## src/rtl/fetch_pkg.sv

```systemverilog
// fetch_pkg: shared constants for the prefetch fetch unit (state encoding, NOP, word width, PC step)
package fetch_pkg;
  localparam logic [1:0] ST_FETCH   = 2'd0;
  localparam logic [1:0] ST_WAIT    = 2'd1;
  localparam logic [1:0] ST_DISCARD = 2'd2;
  localparam logic [31:0] NOP       = 32'h00000033;
  localparam int INSN_W             = 32;
  localparam int PC_INC             = 4;
endpackage

```

## src/rtl/fetch_queue.sv

```systemverilog
// fetch_queue: synchronous FIFO with flush, count and zero-when-empty combinational head
// Ports: clk, reset (async active-low), flush, push/push_data, pop, count, head.
module fetch_queue #(
  parameter int W     = 64,
  parameter int DEPTH = 4
) (
  input  logic                     clk,
  input  logic                     reset,
  input  logic                     flush,
  input  logic                     push,
  input  logic [W-1:0]             push_data,
  input  logic                     pop,
  output logic [$clog2(DEPTH):0]   count,
  output logic [W-1:0]             head
);
  localparam int AW = $clog2(DEPTH);
  localparam int CW = AW + 1;
  logic [W-1:0] mem [DEPTH];
  logic [AW-1:0] rd_ptr, wr_ptr;
  always_ff @(posedge clk or negedge reset)
    if (!reset) begin
      rd_ptr <= '0;
      wr_ptr <= '0;
      count  <= '0;
    end else if (flush) begin
      rd_ptr <= '0;
      wr_ptr <= '0;
      count  <= '0;
    end else begin
      assert (!(push && !pop && count == CW'(DEPTH)));
      rd_ptr <= rd_ptr + AW'(pop);
      wr_ptr <= wr_ptr + AW'(push);
      count  <= count + CW'(push) - CW'(pop);
    end
  always_ff @(posedge clk)
    if (push && !flush) mem[wr_ptr] <= push_data;
  assign head = (count != '0) ? mem[rd_ptr] : '0;
endmodule

```

## src/rtl/prefetch_fetch_unit.sv

```systemverilog
// prefetch_fetch_unit: instruction fetch front end with one outstanding bus request and a prefetch queue
// Ports: clk, reset (async active-low); instruction_* bus request/response; fetch_* valid/ready
// head to decode; redirect_valid/redirect_address restart fetch.
// Optional macro FETCH_MISALIGN_CHECK_EN adds fetch_misaligned and halts on unaligned redirects.
module prefetch_fetch_unit
  import fetch_pkg::*;
#(
  parameter int              XLEN         = INSN_W,
  parameter logic [XLEN-1:0] BOOT_ADDRESS = '0,
  parameter int              QUEUE_DEPTH  = 4
) (
  input  logic            clk,
  input  logic            reset,
  output logic            instruction_request,
  output logic [XLEN-1:0] instruction_address,
  input  logic            instruction_response,
  input  logic [XLEN-1:0] instruction_data,
  output logic            fetch_valid,
  input  logic            fetch_ready,
  output logic [XLEN-1:0] fetch_instruction,
  output logic [XLEN-1:0] fetch_pc,
  input  logic            redirect_valid,
  input  logic [XLEN-1:0] redirect_address
`ifdef FETCH_MISALIGN_CHECK_EN
  ,
  output logic            fetch_misaligned
`endif
);
  localparam int CW = $clog2(QUEUE_DEPTH) + 1;
  logic [1:0] state;
  logic [XLEN-1:0] next_pc, req_pc, inc_pc;
  logic [CW-1:0] count;
  logic pop, push, room_fetch, room_wait, bad_redirect, blocked;
  assign inc_pc = req_pc + XLEN'(PC_INC);
  assign pop = fetch_valid && fetch_ready;
  assign push = state == ST_WAIT && instruction_response && !redirect_valid;
  assign room_fetch = (count - CW'(pop)) < CW'(QUEUE_DEPTH);
  assign room_wait = (count + CW'(1) - CW'(pop)) < CW'(QUEUE_DEPTH);
  assign fetch_valid = count != '0;
  assign instruction_request = state != ST_FETCH;
  assign instruction_address = req_pc;
`ifdef FETCH_MISALIGN_CHECK_EN
  assign bad_redirect = redirect_valid && (redirect_address[1:0] != 2'b00);
  assign blocked = fetch_misaligned;
  always_ff @(posedge clk or negedge reset)
    if (!reset) fetch_misaligned <= 1'b0;
    else if (redirect_valid) fetch_misaligned <= bad_redirect;
`else
  assign bad_redirect = 1'b0;
  assign blocked = 1'b0;
`endif
  // A redirect that coincides with a response has no bus transaction left to drain, so it
  // starts the new request directly; otherwise the outstanding request is drained in DISCARD.
  always_ff @(posedge clk or negedge reset)
    if (!reset) begin
      state   <= ST_FETCH;
      next_pc <= BOOT_ADDRESS;
      req_pc  <= '0;
    end else if (redirect_valid) begin
      next_pc <= redirect_address;
      if (bad_redirect)
        state <= (state != ST_FETCH && !instruction_response) ? ST_DISCARD : ST_FETCH;
      else if (state == ST_FETCH || instruction_response) begin
        state  <= ST_WAIT;
        req_pc <= redirect_address;
      end else
        state <= ST_DISCARD;
    end else if (state == ST_FETCH && room_fetch && !blocked) begin
      state  <= ST_WAIT;
      req_pc <= next_pc;
    end else if (state == ST_WAIT && instruction_response) begin
      next_pc <= inc_pc;
      if (room_wait) req_pc <= inc_pc;
      else state <= ST_FETCH;
    end else if (state == ST_DISCARD && instruction_response) begin
      state  <= blocked ? ST_FETCH : ST_WAIT;
      req_pc <= next_pc;
    end
  fetch_queue #(.W(2 * XLEN), .DEPTH(QUEUE_DEPTH)) u_queue (
    .clk       (clk),
    .reset     (reset),
    .flush     (redirect_valid),
    .push      (push),
    .push_data ({req_pc, instruction_data}),
    .pop       (pop && !redirect_valid),
    .count     (count),
    .head      ({fetch_pc, fetch_instruction})
  );
endmodule

```

## config.mk

```make
export PLATFORM = sky130hd
export DESIGN_NAME = prefetch_fetch_unit
export DESIGN_NICKNAME = d
export VERILOG_FILES = /design/src/rtl/fetch_pkg.sv /design/src/rtl/fetch_queue.sv /design/src/rtl/prefetch_fetch_unit.sv
export SDC_FILE = /design/constraint.sdc
export NUM_CORES = 1
export LEC_CHECK = 0
export ABC_CLOCK_PERIOD_IN_PS = 13600
export CORE_MARGIN = 1.5
export CORE_UTILIZATION = 30
export CTS_CLUSTER_SIZE = 40
export DETAILED_ROUTE_END_ITERATION = 6
export HOLD_SLACK_MARGIN = 0.06
export MAX_ROUTING_LAYER = met4
export PLACE_DENSITY_LB_ADDON = 0.1
export SLEW_MARGIN = 20
export SYNTH_ARGS = -nofsm -noshare
export SYNTH_HDL_FRONTEND = slang
export SYNTH_SLANG_ARGS = --single-unit
```

## constraint.sdc

```tcl
create_clock -name clk -period 13.6 [get_ports clk]
set_clock_uncertainty 0.05 [all_clocks]
set_input_delay 2.04 -clock clk [delete_from_list [all_inputs] [get_ports clk]]
set_output_delay 2.04 -clock clk [all_outputs]
set_load 0.02 [all_outputs]
```

==> impl_metrics.prom, run 1 <==
# TYPE chip_impl_metric gauge
chip_impl_metric{name="worst_slew_margin_rel",unit="%"} 32.6
chip_impl_metric{name="seq_area_frac_synth",unit="%"} 68.6
chip_impl_metric{name="drt-vias-per-instance",unit=""} 4.77
chip_impl_metric{name="grt-ovfl-total",unit=""} 0
chip_impl_metric{name="wl_met2",unit="um"} 16900
chip_impl_metric{name="row_count",unit=""} 78
chip_impl_metric{name="cts_made_buffers",unit=""} 39
chip_impl_metric{name="synth_async_sr_flop_share",unit="%"} 22.2
chip_impl_metric{name="detailroute.wirelength.met3",unit="um"} 1390
chip_impl_metric{name="initial_antenna_violation_count",unit=""} 0
chip_impl_metric{name="clock_sink_count",unit=""} 329
chip_impl_info{name="critPathSlowestCell",value="sky130_fd_sc_hd__buf_4"} 1
chip_impl_metric{name="setup_total_negative_slack",unit="ns"} 0
chip_impl_metric{name="setup-violations-final",unit=""} 0
chip_impl_metric{name="groute.usage.overall",unit="%"} 15.5
chip_impl_metric{name="preCtsSetupSlack",unit="ns"} 8.08
chip_impl_metric{name="die_area",unit="um^2"} 47500
chip_impl_metric{name="cp_max_fo",unit=""} 46
chip_impl_metric{name="fmaxAchievable",unit="MHz"} 178
chip_impl_metric{name="max_stage_delay",unit="ns"} 0.83
chip_impl_info{name="tritoncts",value="built"} 1
chip_impl_metric{name="grt_pass1_vias",unit=""} 8095
chip_impl_info{name="layout_commonest_cell",value="sky130_fd_sc_hd__edfxtp_1"} 1
chip_impl_metric{name="period_minus_slack",unit="ns"} 5.63
chip_impl_metric{name="final_net_count",unit=""} 1091
chip_impl_metric{name="vdd_ir_drop_max",unit="uV"} 79.8
chip_impl_info{name="dr.max_layer_used",value="met4"} 1
chip_impl_metric{name="post_cts_hold_buffer_count",unit=""} 0
chip_impl_metric{name="buf_inv_stages_crit_path",unit=""} 2
chip_impl_metric{name="number_of_violations_reported_at_the_end_of_detailed_routing_iteration_0",unit=""} 339
chip_impl_info{name="cts_root_buf",value="sky130_fd_sc_hd__clkbuf_16"} 1
chip_impl_metric{name="cts_resized",unit=""} 0
chip_impl_metric{name="synth_cell_types",unit=""} 71
chip_impl_metric{name="port_buffers",unit=""} 166
chip_impl_metric{name="synthCells",unit=""} 846
chip_impl_metric{name="drv.max_cap_violation_count",unit=""} 0
chip_impl_info{name="worstPathCellList",value="buf_4 -> mux4_2 -> and2_1 -> clkdlybuf4s50_1"} 1
chip_impl_metric{name="design.core.area",unit="um^2"} 45500
chip_impl_metric{name="hold_viol",unit=""} 0
chip_impl_metric{name="netlist_area",unit="um^2"} 13900
chip_impl_metric{name="place_inst",unit=""} 1575
chip_impl_metric{name="gpl.final_weighted_congestion",unit=""} 0.767
chip_impl_metric{name="synth.avg_cell_area",unit="um^2"} 16.4
chip_impl_metric{name="finalWirelength",unit="um"} 35300
chip_impl_metric{name="die_width",unit="um"} 218
chip_impl_metric{name="worstPathRequired",unit="ns"} 11.51
chip_impl_metric{name="maximum_number_of_pins_on_one_net_before_global_route_repair",unit=""} 67
chip_impl_info{name="worst_hold_check_path_type",value="flop to flop"} 1
chip_impl_metric{name="drt_first_pass_iters",unit=""} 5
chip_impl_metric{name="fin_cells",unit=""} 1646
chip_impl_metric{name="dp_hpwl",unit="um"} 21300
chip_impl_metric{name="clkTransAtPathRegs",unit="ns"} 0.06
chip_impl_metric{name="final_antenna_net_count",unit=""} 0
chip_impl_metric{name="power.density_cell_area",unit="nW/um^2"} 179
chip_impl_metric{name="floorplan.initialDensity",unit="%"} 30.5
chip_impl_metric{name="route.detailed.drc",unit=""} 0
chip_impl_metric{name="grt_first_pass_wirelength",unit="um"} 53100
chip_impl_metric{name="synth_edf_count",unit=""} 256
chip_impl_metric{name="routedLengthMet1",unit="um"} 16500
chip_impl_metric{name="ys_ff_latch",unit=""} 329
chip_impl_info{name="status",value="finished clean"} 1
chip_impl_info{name="unrepaired_setup_endpoints_after_global_routing",value="false"} 1
chip_impl_metric{name="ctsLongestPathBuffers",unit=""} 3
chip_impl_metric{name="layout_worst_path_cycle_share",unit="%"} 41.4
chip_impl_info{name="synth_ff_type",value="sky130_fd_sc_hd__edfxtp_1"} 1
chip_impl_info{name="commonest_non_fill_non_tap_cells_in_the_layout",value="256 x sky130_fd_sc_hd__edfxtp_1, 164 x sky130_fd_sc_hd__clkdlybuf4s50_1, 71 x sky130_fd_sc_hd__dfrtp_1, 70 x sky130_fd_sc_hd__and2_1, 64 x sky130_fd_sc_hd__mux4_2"} 1
chip_impl_metric{name="syn_to_final_growth",unit="%"} 25.4
chip_impl_metric{name="cts_post_setup_buffers_inserted",unit=""} 0
chip_impl_info{name="timing.critical_path.max_delay_family",value="buffers and inverters"} 1
chip_impl_metric{name="dieHeight",unit="um"} 218
chip_impl_metric{name="worstSkewPairLatency",unit="ns"} 0.55
chip_impl_info{name="worst-setup-path-type",value="flop to primary output"} 1
chip_impl_info{name="startpoint_type",value="flop"} 1
chip_impl_metric{name="maxSlewViolCount",unit=""} 0
chip_impl_metric{name="wire_per_inst",unit="um"} 21.5
chip_impl_metric{name="static-leakage-power",unit="nW"} 5.90
chip_impl_metric{name="number_of_nets_produced_by_synthesis",unit=""} 921
chip_impl_metric{name="diodes",unit=""} 0
chip_impl_metric{name="ctsHtreeMaxLevel",unit=""} 2
chip_impl_metric{name="fillCellCount",unit=""} 4324
chip_impl_metric{name="i_o_pins",unit=""} 167
chip_impl_metric{name="yosysWarningCount",unit=""} 0
chip_impl_metric{name="layout-drive-gt1-share",unit="%"} 17.1
chip_impl_metric{name="critical_path_arrival",unit="ns"} 3.54
chip_impl_metric{name="vias",unit=""} 7851
chip_impl_metric{name="worstMarginPinSlew",unit="ns"} 1.01
chip_impl_metric{name="final.setup.worst_slack",unit="ns"} 7.97
chip_impl_info{name="crit_end_element",value="primary output"} 1
## layer usage
metal | track usage (%) | vias to the layer above
met1 | 21.0 | 4031
met3 | 3.15 | 39
li1 | - | 3624
met5 | - | -
met2 | 24.0 | 157
met4 | 3.38 | 0
## flip-flops by register name (all words and copies together), names as in the netlist
name	flops
next_pc	32
state	2
u_queue.mem	256
instruction_address	32
u_queue.rd_ptr	2
u_queue.wr_ptr	2
u_queue.count	3
## per-stage QoR
stage / utilization, % / power (W) / cell area (um^2) / hold slack [ns]
after floorplan: - / 0.00176 / 13900 / 0.423
after global placement: 35.6 / 0.00217 / 16200 / 0.454
after detailed placement: 35.6 / 0.00217 / 16200 / 0.454
after CTS: 38.2 / 0.00317 / 17400 / 0.470
after global routing: 38.2 / 0.00326 / 17400 / 0.520
final: 38.2 / 0.00311 / 17400 / 0.472
## tightest hold or removal path, stage by stage, from the launching register on
cell	delay (ns)
sky130_fd_sc_hd__dfrtp_1	0.33
sky130_fd_sc_hd__nand3_1	0.07
sky130_fd_sc_hd__nand3_1	0.09
## Yosys cell counts, drive strengths merged, types with 15 or more instances
library cell | count | area share, %
a21oi | 17 | 0.61
dfrtp | 73 | 13
mux2 | 21 | 1.7
mux4 | 64 | 10
edfxtp | 256 | 55
o21ai | 32 | 1.2
xnor2 | 15 | 0.95
buf | 23 | 0.95
nand2 | 49 | 1.3
and2 | 70 | 3.2
clkbuf | 29 | 0.78
nor2 | 28 | 0.83
## power by group
group          internal, W  total [W]  switching, W  leakage, nW
sequential         0.00119    0.00134      0.000147         3.20
clock             0.000576   0.000982      0.000407        0.596
combinational     0.000381   0.000783      0.000402         2.10
total              0.00215    0.00311      0.000956         5.90
## worst paths after layout
check                           slack, ns         startpoint            endpoint  depth (start not counted)
worst max-delay path                 7.97  u_queue.rd_ptr[0]         fetch_pc[4]                          4
worst min register to register       0.47        next_pc[16]         next_pc[16]                          2
worst max register to register      10.30           state[1]  u_queue.mem[2][12]                          6
min in group asynchronous            1.37              reset          next_pc[5]                          1
max in group asynchronous           11.07              reset   u_queue.rd_ptr[1]                          2
worst min-delay path                 0.47        next_pc[16]         next_pc[16]                          2
## kinds of logic after synthesis
logic type	synth area share (%)
adders and majority gates	0.595
DFF	68.6
xor gates and xnor gates	1.33
muxes	13.0
AOI/OAI and AO/OA	4.93
and+or+nand+nor	9.48
buffers and inverters	2.11
## area by class of cell
| cell class | count | area (um^2) | area share (%) |
|---|---|---|---|
| Inverter | 14 | 52.6 | 0.302 |
| Tap cell | 600 | 751 | 4.32 |
| Sequential cell | 329 | 9520 | 54.7 |
| Multi-Input combinational cell | 451 | 4100 | 23.5 |
| Timing Repair Buffer | 181 | 1770 | 10.2 |
| Clock buffer | 51 | 1070 | 6.16 |
| Clock inverter | 20 | 136 | 0.784 |
No activity file was read; power rests on OpenSTA's default activity.
==> run 2: changes to the inputs <==
--- a/config.mk
+++ b/config.mk
@@ -5,7 +5,7 @@
 export SDC_FILE = /design/constraint.sdc
 export NUM_CORES = 1
 export LEC_CHECK = 0
-export ABC_CLOCK_PERIOD_IN_PS = 13600
+export ABC_CLOCK_PERIOD_IN_PS = 5250
 export CORE_MARGIN = 1.5
 export CORE_UTILIZATION = 30
 export CTS_CLUSTER_SIZE = 40
==> constraint.sdc (replaced) <==
create_clock -name clk -period 5.25 [get_ports clk]
set_clock_uncertainty 0.05 [all_clocks]
set_input_delay 0.7875 -clock clk [delete_from_list [all_inputs] [get_ports clk]]
set_output_delay 0.7875 -clock clk [all_outputs]
set_load 0.02 [all_outputs]
==> run 2 against run 1 <==
First-iteration DRC count increased by 46%. Cell count rose by 0.91%. Hold slack worse by 0.35 ns. Global-route usage is 0.43 points higher. Clock-buffer cell count is 5 lower. Sequential cell count did not move. Critical path depth is the same. Sequential share of layout area is 0.99 points lower. Setup slack got worse by 6.6 ns. Wire length up 2.1%. Critical endpoint is now fetch_pc[7].
==> impl_metrics.prom, run 2 (same netlist as run 1, synthesis figures left out) <==
# TYPE chip_impl_metric gauge
chip_impl_metric{name="fillCellCount",unit=""} 4320
chip_impl_metric{name="fmaxAchievable",unit="MHz"} 261
chip_impl_metric{name="cts_made_buffers",unit=""} 40
chip_impl_metric{name="diodes",unit=""} 0
chip_impl_metric{name="clkTransAtPathRegs",unit="ns"} 0.05
chip_impl_metric{name="number_of_violations_reported_at_the_end_of_detailed_routing_iteration_0",unit=""} 495
chip_impl_info{name="commonest_non_fill_non_tap_cells_in_the_layout",value="256 x sky130_fd_sc_hd__edfxtp_1, 164 x sky130_fd_sc_hd__clkdlybuf4s50_1, 71 x sky130_fd_sc_hd__dfrtp_1, 70 x sky130_fd_sc_hd__and2_1, 64 x sky130_fd_sc_hd__mux4_2"} 1
chip_impl_metric{name="max_stage_delay",unit="ns"} 0.94
chip_impl_metric{name="worst_slew_margin_rel",unit="%"} 37.7
chip_impl_metric{name="vias",unit=""} 7992
chip_impl_metric{name="route.detailed.drc",unit=""} 0
chip_impl_metric{name="critical_path_arrival",unit="ns"} 3.00
chip_impl_info{name="unrepaired_setup_endpoints_after_global_routing",value="false"} 1
chip_impl_metric{name="maxSlewViolCount",unit=""} 0
chip_impl_metric{name="clock_sink_count",unit=""} 329
chip_impl_metric{name="largest_register_ffs",unit=""} 256
chip_impl_metric{name="worstMarginPinSlew",unit="ns"} 0.934
chip_impl_info{name="timing.critical_path.max_delay_family",value="flip-flops"} 1
chip_impl_metric{name="worstSkewPairLatency",unit="ns"} 0.55
chip_impl_metric{name="drt-vias-per-instance",unit=""} 4.81
chip_impl_metric{name="die_width",unit="um"} 218
chip_impl_metric{name="setup_total_negative_slack",unit="ns"} 0
chip_impl_metric{name="i_o_pins",unit=""} 167
chip_impl_metric{name="cp_max_fo",unit=""} 45
chip_impl_metric{name="die_area",unit="um^2"} 47500
chip_impl_metric{name="drv.max_cap_violation_count",unit=""} 0
chip_impl_info{name="critPathSlowestCell",value="sky130_fd_sc_hd__dfrtp_4"} 1
chip_impl_metric{name="cts_resized",unit=""} 0
chip_impl_metric{name="floorplan.initialDensity",unit="%"} 30.5
chip_impl_metric{name="dp_hpwl",unit="um"} 22600
chip_impl_metric{name="power.density_cell_area",unit="nW/um^2"} 469
chip_impl_info{name="startpoint_type",value="flop"} 1
chip_impl_metric{name="dieHeight",unit="um"} 218
chip_impl_metric{name="setup-violations-final",unit=""} 0
chip_impl_info{name="worst-setup-path-type",value="flop to primary output"} 1
chip_impl_info{name="tritoncts",value="built"} 1
chip_impl_metric{name="grt_pass1_vias",unit=""} 8318
chip_impl_info{name="crit_end_element",value="primary output"} 1
chip_impl_metric{name="row_count",unit=""} 78
chip_impl_metric{name="syn_to_final_growth",unit="%"} 27.7
chip_impl_metric{name="grt-ovfl-total",unit=""} 0
chip_impl_info{name="worst_hold_check_path_type",value="input pin to async pin"} 1
chip_impl_metric{name="whs",unit="ns"} 0.126
chip_impl_metric{name="port_buffers",unit=""} 166
chip_impl_metric{name="maximum_number_of_pins_on_one_net_before_global_route_repair",unit=""} 74
chip_impl_metric{name="layout_worst_path_cycle_share",unit="%"} 73.0
chip_impl_metric{name="groute.usage.overall",unit="%"} 15.9
chip_impl_metric{name="layout-drive-gt1-share",unit="%"} 18.9
chip_impl_metric{name="vdd_ir_drop_max",unit="uV"} 183
chip_impl_metric{name="multiInputGateArea",unit="um^2"} 4100
chip_impl_info{name="layout_commonest_cell",value="sky130_fd_sc_hd__edfxtp_1"} 1
chip_impl_metric{name="hold_viol",unit=""} 0
chip_impl_metric{name="buf_inv_stages_crit_path",unit=""} 2
chip_impl_metric{name="finalWirelength",unit="um"} 36000
chip_impl_metric{name="initial_antenna_violation_count",unit=""} 0
chip_impl_metric{name="final_antenna_net_count",unit=""} 0
chip_impl_metric{name="worstPathRequired",unit="ns"} 4.41
chip_impl_info{name="status",value="finished clean"} 1
chip_impl_metric{name="period_minus_slack",unit="ns"} 3.83
chip_impl_metric{name="ctsHtreeMaxLevel",unit=""} 2
chip_impl_info{name="worstPathCellList",value="buf_4 -> mux4_2 -> and2_1 -> clkdlybuf4s50_1"} 1
chip_impl_metric{name="drt_first_pass_iters",unit=""} 5
chip_impl_metric{name="static-leakage-power",unit="nW"} 6.04
chip_impl_metric{name="post_cts_hold_buffer_count",unit=""} 0
chip_impl_metric{name="ctsLongestPathBuffers",unit=""} 3
chip_impl_info{name="cts_root_buf",value="sky130_fd_sc_hd__clkbuf_16"} 1
chip_impl_metric{name="gpl.final_weighted_congestion",unit=""} 0.749
chip_impl_metric{name="final_net_count",unit=""} 1104
chip_impl_info{name="largest_register",value="u_queue.mem"} 1
chip_impl_metric{name="cts_post_setup_buffers_inserted",unit=""} 0
chip_impl_metric{name="grt_first_pass_wirelength",unit="um"} 54200
chip_impl_metric{name="area.sequential",unit="um^2"} 9520
chip_impl_metric{name="design.core.area",unit="um^2"} 45500
chip_impl_metric{name="wire_per_inst",unit="um"} 21.7
==> run 2: changes by cell type in the layout (fill, tap and decap cells not counted), moves of 3 or more <==
| cell | before | now |
|---|---|---|
| sky130_fd_sc_hd__clkbuf_1 | 8 | 3 |
| sky130_fd_sc_hd__buf_4 | 16 | 21 |
| sky130_fd_sc_hd__bufinv_16 | 1 | 5 |
| sky130_fd_sc_hd__clkinvlp_4 | 0 | 3 |
| sky130_fd_sc_hd__clkinv_2 | 6 | 9 |
| sky130_fd_sc_hd__buf_12 | 0 | 6 |
==> run 2: layout make-up <==
type                            count  share of cell area, %
Clock buffer                       46                   6.01
Clock inverter                     28                   1.55
Inverter                           14                  0.297
Multi-Input combinational cell    451                   23.1
Sequential cell                   329                   53.7
Tap cell                          600                   4.24
Timing Repair Buffer              193                   11.0
==> run 2: metrics by stage <==
step	area, um^2	power [W]	utilization (%)	std cells	setup WS, ns
floorplan	13900	0.00456	-	846	0.282
global placement	16400	0.00561	36.0	1586	1.81
detailed placement	16400	0.00561	36.0	1586	1.77
CTS	17700	0.00847	38.9	1660	1.29
global route	17700	0.00871	39.0	1661	1.26
finish	17700	0.00830	39.0	1661	1.42
==> run 2: worst paths after layout <==
kind	to	depth (start not counted)	from	slack, ns
max	fetch_pc[7]	4	u_queue.rd_ptr[1]	1.42
max reg2reg	u_queue.count[2]	11	u_queue.count[1]	2.25
min	instruction_address[5]	1	reset	0.13
max in group asynchronous	next_pc[19]	2	reset	4.43
min in group clk	next_pc[31]	2	next_pc[31]	0.46
min reg2reg	next_pc[31]	2	next_pc[31]	0.46
==> run 2: worst register-to-register path: cells and delay by family (launching register included) <==
| family | cells | cell delay, ns |
|---|---|---|
| DFF | 1 | 0.46 |
| xor gates and xnor gates | 1 | 0.17 |
| and+or+nand+nor | 4 | 0.92 |
| buffers and inverters | 3 | 0.49 |
| adders and majority gates | 3 | 0.78 |
==> run 2: power by group <==
part	switching [W]	leakage (nW)	total, W	internal [W]
Sequential	0.000364	3.20	0.00346	0.00309
Clock	0.00111	0.656	0.00281	0.00170
Combinational	0.00103	2.18	0.00204	0.00100
Total	0.00250	6.04	0.00830	0.00580
==> run 2: routing by layer <==
layer  vias to the layer above  track usage (%)  share of wire [%]
li1                       3655                -                  -
met1                      4108             21.6                 47
met2                       180             24.6                 48
met3                        49             2.34                3.5
met4                         0             5.22                2.1
met5                         -                -                  0
==> run 3: changes to the inputs <==
--- a/config.mk
+++ b/config.mk
@@ -5,7 +5,7 @@
 export SDC_FILE = /design/constraint.sdc
 export NUM_CORES = 1
 export LEC_CHECK = 0
-export ABC_CLOCK_PERIOD_IN_PS = 5250
+export ABC_CLOCK_PERIOD_IN_PS = 3100
 export CORE_MARGIN = 1.5
 export CORE_UTILIZATION = 30
 export CTS_CLUSTER_SIZE = 40
==> constraint.sdc (replaced) <==
create_clock -name clk -period 3.1 [get_ports clk]
set_clock_uncertainty 0.05 [all_clocks]
set_input_delay 0.465 -clock clk [delete_from_list [all_inputs] [get_ports clk]]
set_output_delay 0.465 -clock clk [all_outputs]
set_load 0.02 [all_outputs]
==> run 3 against run 2 <==
Setup slack worse by 1.3 ns. Global-route usage decreased by 0.23 points. Combinational power is 72% higher. Utilization is 0.16 points higher. Wire length down 1.5%. First-iteration DRC count decreased by 36%. Hold slack gained 0.30 ns. Cell count increased by 0.84%. Critical path type unchanged. Largest power group unchanged.
==> impl_metrics.prom, run 3 (same netlist as run 1, synthesis figures left out) <==
# TYPE chip_impl_metric gauge
chip_impl_info{name="status",value="finished clean"} 1
chip_impl_info{name="worst_hold_check_path_type",value="input pin to flop"} 1
chip_impl_metric{name="grt_first_pass_wirelength",unit="um"} 54200
chip_impl_metric{name="die_area",unit="um^2"} 47500
chip_impl_metric{name="internal_power",unit="W"} 0.00953
chip_impl_metric{name="syn_to_final_growth",unit="%"} 28.2
chip_impl_metric{name="layout_worst_path_cycle_share",unit="%"} 97.3
chip_impl_info{name="worst-setup-path-type",value="flop to primary output"} 1
chip_impl_metric{name="diodes",unit=""} 0
chip_impl_metric{name="finalWirelength",unit="um"} 35500
chip_impl_metric{name="drv.max_cap_violation_count",unit=""} 0
chip_impl_info{name="crit_end_element",value="primary output"} 1
chip_impl_metric{name="i_o_pins",unit=""} 167
chip_impl_info{name="worstPathCellList",value="buf_16 -> mux4_2 -> and2_1 -> clkdlybuf4s50_1"} 1
chip_impl_metric{name="power.share.clock",unit="%"} 32.5
chip_impl_metric{name="fmaxAchievable",unit="MHz"} 331
chip_impl_metric{name="clkTransAtPathRegs",unit="ns"} 0.06
chip_impl_info{name="layout_commonest_cell",value="sky130_fd_sc_hd__edfxtp_1"} 1
chip_impl_metric{name="total_power",unit="W"} 0.0137
chip_impl_metric{name="vias",unit=""} 8010
chip_impl_metric{name="gpl.final_weighted_congestion",unit=""} 0.750
chip_impl_metric{name="maximum_number_of_pins_on_one_net_before_global_route_repair",unit=""} 60
chip_impl_metric{name="critical_path_arrival",unit="ns"} 2.50
chip_impl_info{name="critPathSlowestCell",value="sky130_fd_sc_hd__clkdlybuf4s50_1"} 1
chip_impl_metric{name="max_stage_delay",unit="ns"} 0.54
chip_impl_metric{name="vdd_ir_drop_max",unit="uV"} 358
chip_impl_metric{name="setup-violations-final",unit=""} 0
chip_impl_metric{name="number_of_violations_reported_at_the_end_of_detailed_routing_iteration_0",unit=""} 315
chip_impl_info{name="largest_register",value="u_queue.mem"} 1
chip_impl_metric{name="port_buffers",unit=""} 166
chip_impl_metric{name="drt-vias-per-instance",unit=""} 4.78
chip_impl_metric{name="layout-drive-gt1-share",unit="%"} 19.2
chip_impl_metric{name="maxSlewViolCount",unit=""} 0
chip_impl_info{name="tritoncts",value="built"} 1
chip_impl_metric{name="switching_share",unit="%"} 30.5
chip_impl_metric{name="final_net_count",unit=""} 1122
chip_impl_metric{name="worstMarginPinSlew",unit="ns"} 0.884
chip_impl_metric{name="grt-ovfl-total",unit=""} 0
chip_impl_metric{name="power.density_cell_area",unit="nW/um^2"} 770
chip_impl_metric{name="drt_first_pass_iters",unit=""} 4
chip_impl_metric{name="worst_slew_margin_rel",unit="%"} 40.9
chip_impl_metric{name="largest_register_ffs",unit=""} 256
chip_impl_metric{name="worstSkewPairLatency",unit="ns"} 0.55
chip_impl_metric{name="cts_made_buffers",unit=""} 39
chip_impl_info{name="unrepaired_setup_endpoints_after_global_routing",value="false"} 1
chip_impl_info{name="cts_root_buf",value="sky130_fd_sc_hd__clkbuf_16"} 1
chip_impl_metric{name="hold_viol",unit=""} 0
chip_impl_info{name="timing.critical_path.max_delay_family",value="buffers and inverters"} 1
chip_impl_metric{name="pwr-share-comb",unit="%"} 25.5
chip_impl_metric{name="cp_max_fo",unit=""} 14
chip_impl_metric{name="worstPathRequired",unit="ns"} 2.58
chip_impl_metric{name="wire_per_inst",unit="um"} 21.2
chip_impl_metric{name="grt_pass1_vias",unit=""} 8578
chip_impl_metric{name="initial_antenna_violation_count",unit=""} 0
chip_impl_metric{name="groute.usage.overall",unit="%"} 15.7
chip_impl_metric{name="buf_inv_stages_crit_path",unit=""} 2
chip_impl_metric{name="ctsHtreeMaxLevel",unit=""} 2
chip_impl_metric{name="row_count",unit=""} 78
chip_impl_metric{name="power.switching",unit="W"} 0.00417
chip_impl_metric{name="route.detailed.drc",unit=""} 0
chip_impl_metric{name="p_seq_share",unit="%"} 42.0
chip_impl_metric{name="design.core.area",unit="um^2"} 45500
chip_impl_metric{name="fillCellCount",unit=""} 4279
chip_impl_metric{name="final_antenna_net_count",unit=""} 0
chip_impl_metric{name="period_minus_slack",unit="ns"} 3.02
chip_impl_metric{name="whs",unit="ns"} 0.422
chip_impl_metric{name="layout.core_utilization",unit="%"} 39.1
chip_impl_metric{name="floorplan.initialDensity",unit="%"} 30.5
chip_impl_metric{name="clock_sink_count",unit=""} 329
chip_impl_info{name="commonest_non_fill_non_tap_cells_in_the_layout",value="256 x sky130_fd_sc_hd__edfxtp_1, 101 x sky130_fd_sc_hd__clkdlybuf4s50_1, 71 x sky130_fd_sc_hd__dfrtp_1, 70 x sky130_fd_sc_hd__and2_1, 64 x sky130_fd_sc_hd__mux4_2"} 1
chip_impl_metric{name="die_width",unit="um"} 218
chip_impl_metric{name="dp_hpwl",unit="um"} 22500
chip_impl_metric{name="dieHeight",unit="um"} 218
chip_impl_metric{name="static-leakage-power",unit="nW"} 6.44
chip_impl_info{name="startpoint_type",value="flop"} 1
chip_impl_metric{name="ctsLongestPathBuffers",unit=""} 3
-- run 3: cell count changes in the layout (fill, tap and decap cells not counted), moves of 2 or more --
cell / delta
sky130_fd_sc_hd__clkbuf_8: -2
sky130_fd_sc_hd__buf_4: +12
sky130_fd_sc_hd__clkinvlp_4: -3
sky130_fd_sc_hd__dlymetal6s2s_1: +8
sky130_fd_sc_hd__clkinv_2: -4
sky130_fd_sc_hd__clkinv_1: -3
sky130_fd_sc_hd__clkbuf_1: +10
sky130_fd_sc_hd__inv_6: -2
sky130_fd_sc_hd__buf_12: +3
sky130_fd_sc_hd__dlygate4sd2_1: +55
sky130_fd_sc_hd__clkdlybuf4s50_1: -63
-- run 3: stage by stage --
stage                     TNS, ns  area (um^2)  worst slack, ns  std cells
after floorplan                 0        13900         0.000729        846
after global placement          0        16500            0.292       1604
after detailed placement        0        16500            0.240       1604
after CTS                  -0.581        17700          -0.0886       1674
after global routing            0        17800          0.00458       1675
final                           0        17800           0.0827       1675
-- run 3: power groups by stage --
stage	clock network (W)	logic [W]	registers (W)
finish	0.00445	0.00350	0.00576
global route	0.00476	0.00380	0.00583
CTS	0.00461	0.00359	0.00577
detailed placement	0	0.00377	0.00586
global placement	0	0.00376	0.00585
floorplan	0	0.00189	0.00583
-- run 3: path summary, 6_finish.rpt --
kind	end	cells past startpoint	slack, ns	startpoint
min in group asynchronous	next_pc[3]	2	0.50	reset
min reg2reg	next_pc[30]	2	0.46	next_pc[30]
max in group asynchronous	next_pc[27]	3	1.82	reset
max	fetch_pc[30]	4	0.08	u_queue.rd_ptr[0]
max reg2reg	instruction_address[14]	5	0.57	state[0]
min	u_queue.count[2]	3	0.42	redirect_valid
-- run 3: per-layer routing --
metal / wire length (um) / GRT usage (%) / up-vias
met5: 0 / - / -
met4: 611 / 4.60 / 0
met3: 1520 / 2.91 / 43
met2: 16800 / 24.3 / 152
met1: 16600 / 21.0 / 4138
li1: - / - / 3677
-- run 3: final cells by class --
class / count / area, um^2 / area share (%)
tap: 600 / 751 / 4.22
clock inverter: 16 / 189 / 1.06
sequential: 329 / 9520 / 53.5
multi-input combinational: 451 / 4100 / 23.1
inverter: 14 / 52.6 / 0.295
timing repair buffer: 212 / 2130 / 12.0
clock buffer: 53 / 1050 / 5.90
-- run 3: worst reg2reg max path, cell delays in order (launching register included) --
cell and delay [ns]:
sky130_fd_sc_hd__dfrtp_1 0.48, sky130_fd_sc_hd__or2_4 0.29, sky130_fd_sc_hd__nor2b_1 0.13, sky130_fd_sc_hd__a311o_1 0.33, sky130_fd_sc_hd__nor2_4 0.71, sky130_fd_sc_hd__mux2_2 0.42
-- run 3: what timing repair did --
item	4_1_cts	5_1_grt
hold endpoints to repair	57	0
hold buffers	1	0
setup endpoints to repair	62	9
setup buffers	0	0
resized for setup	57	9
cloned	0	1
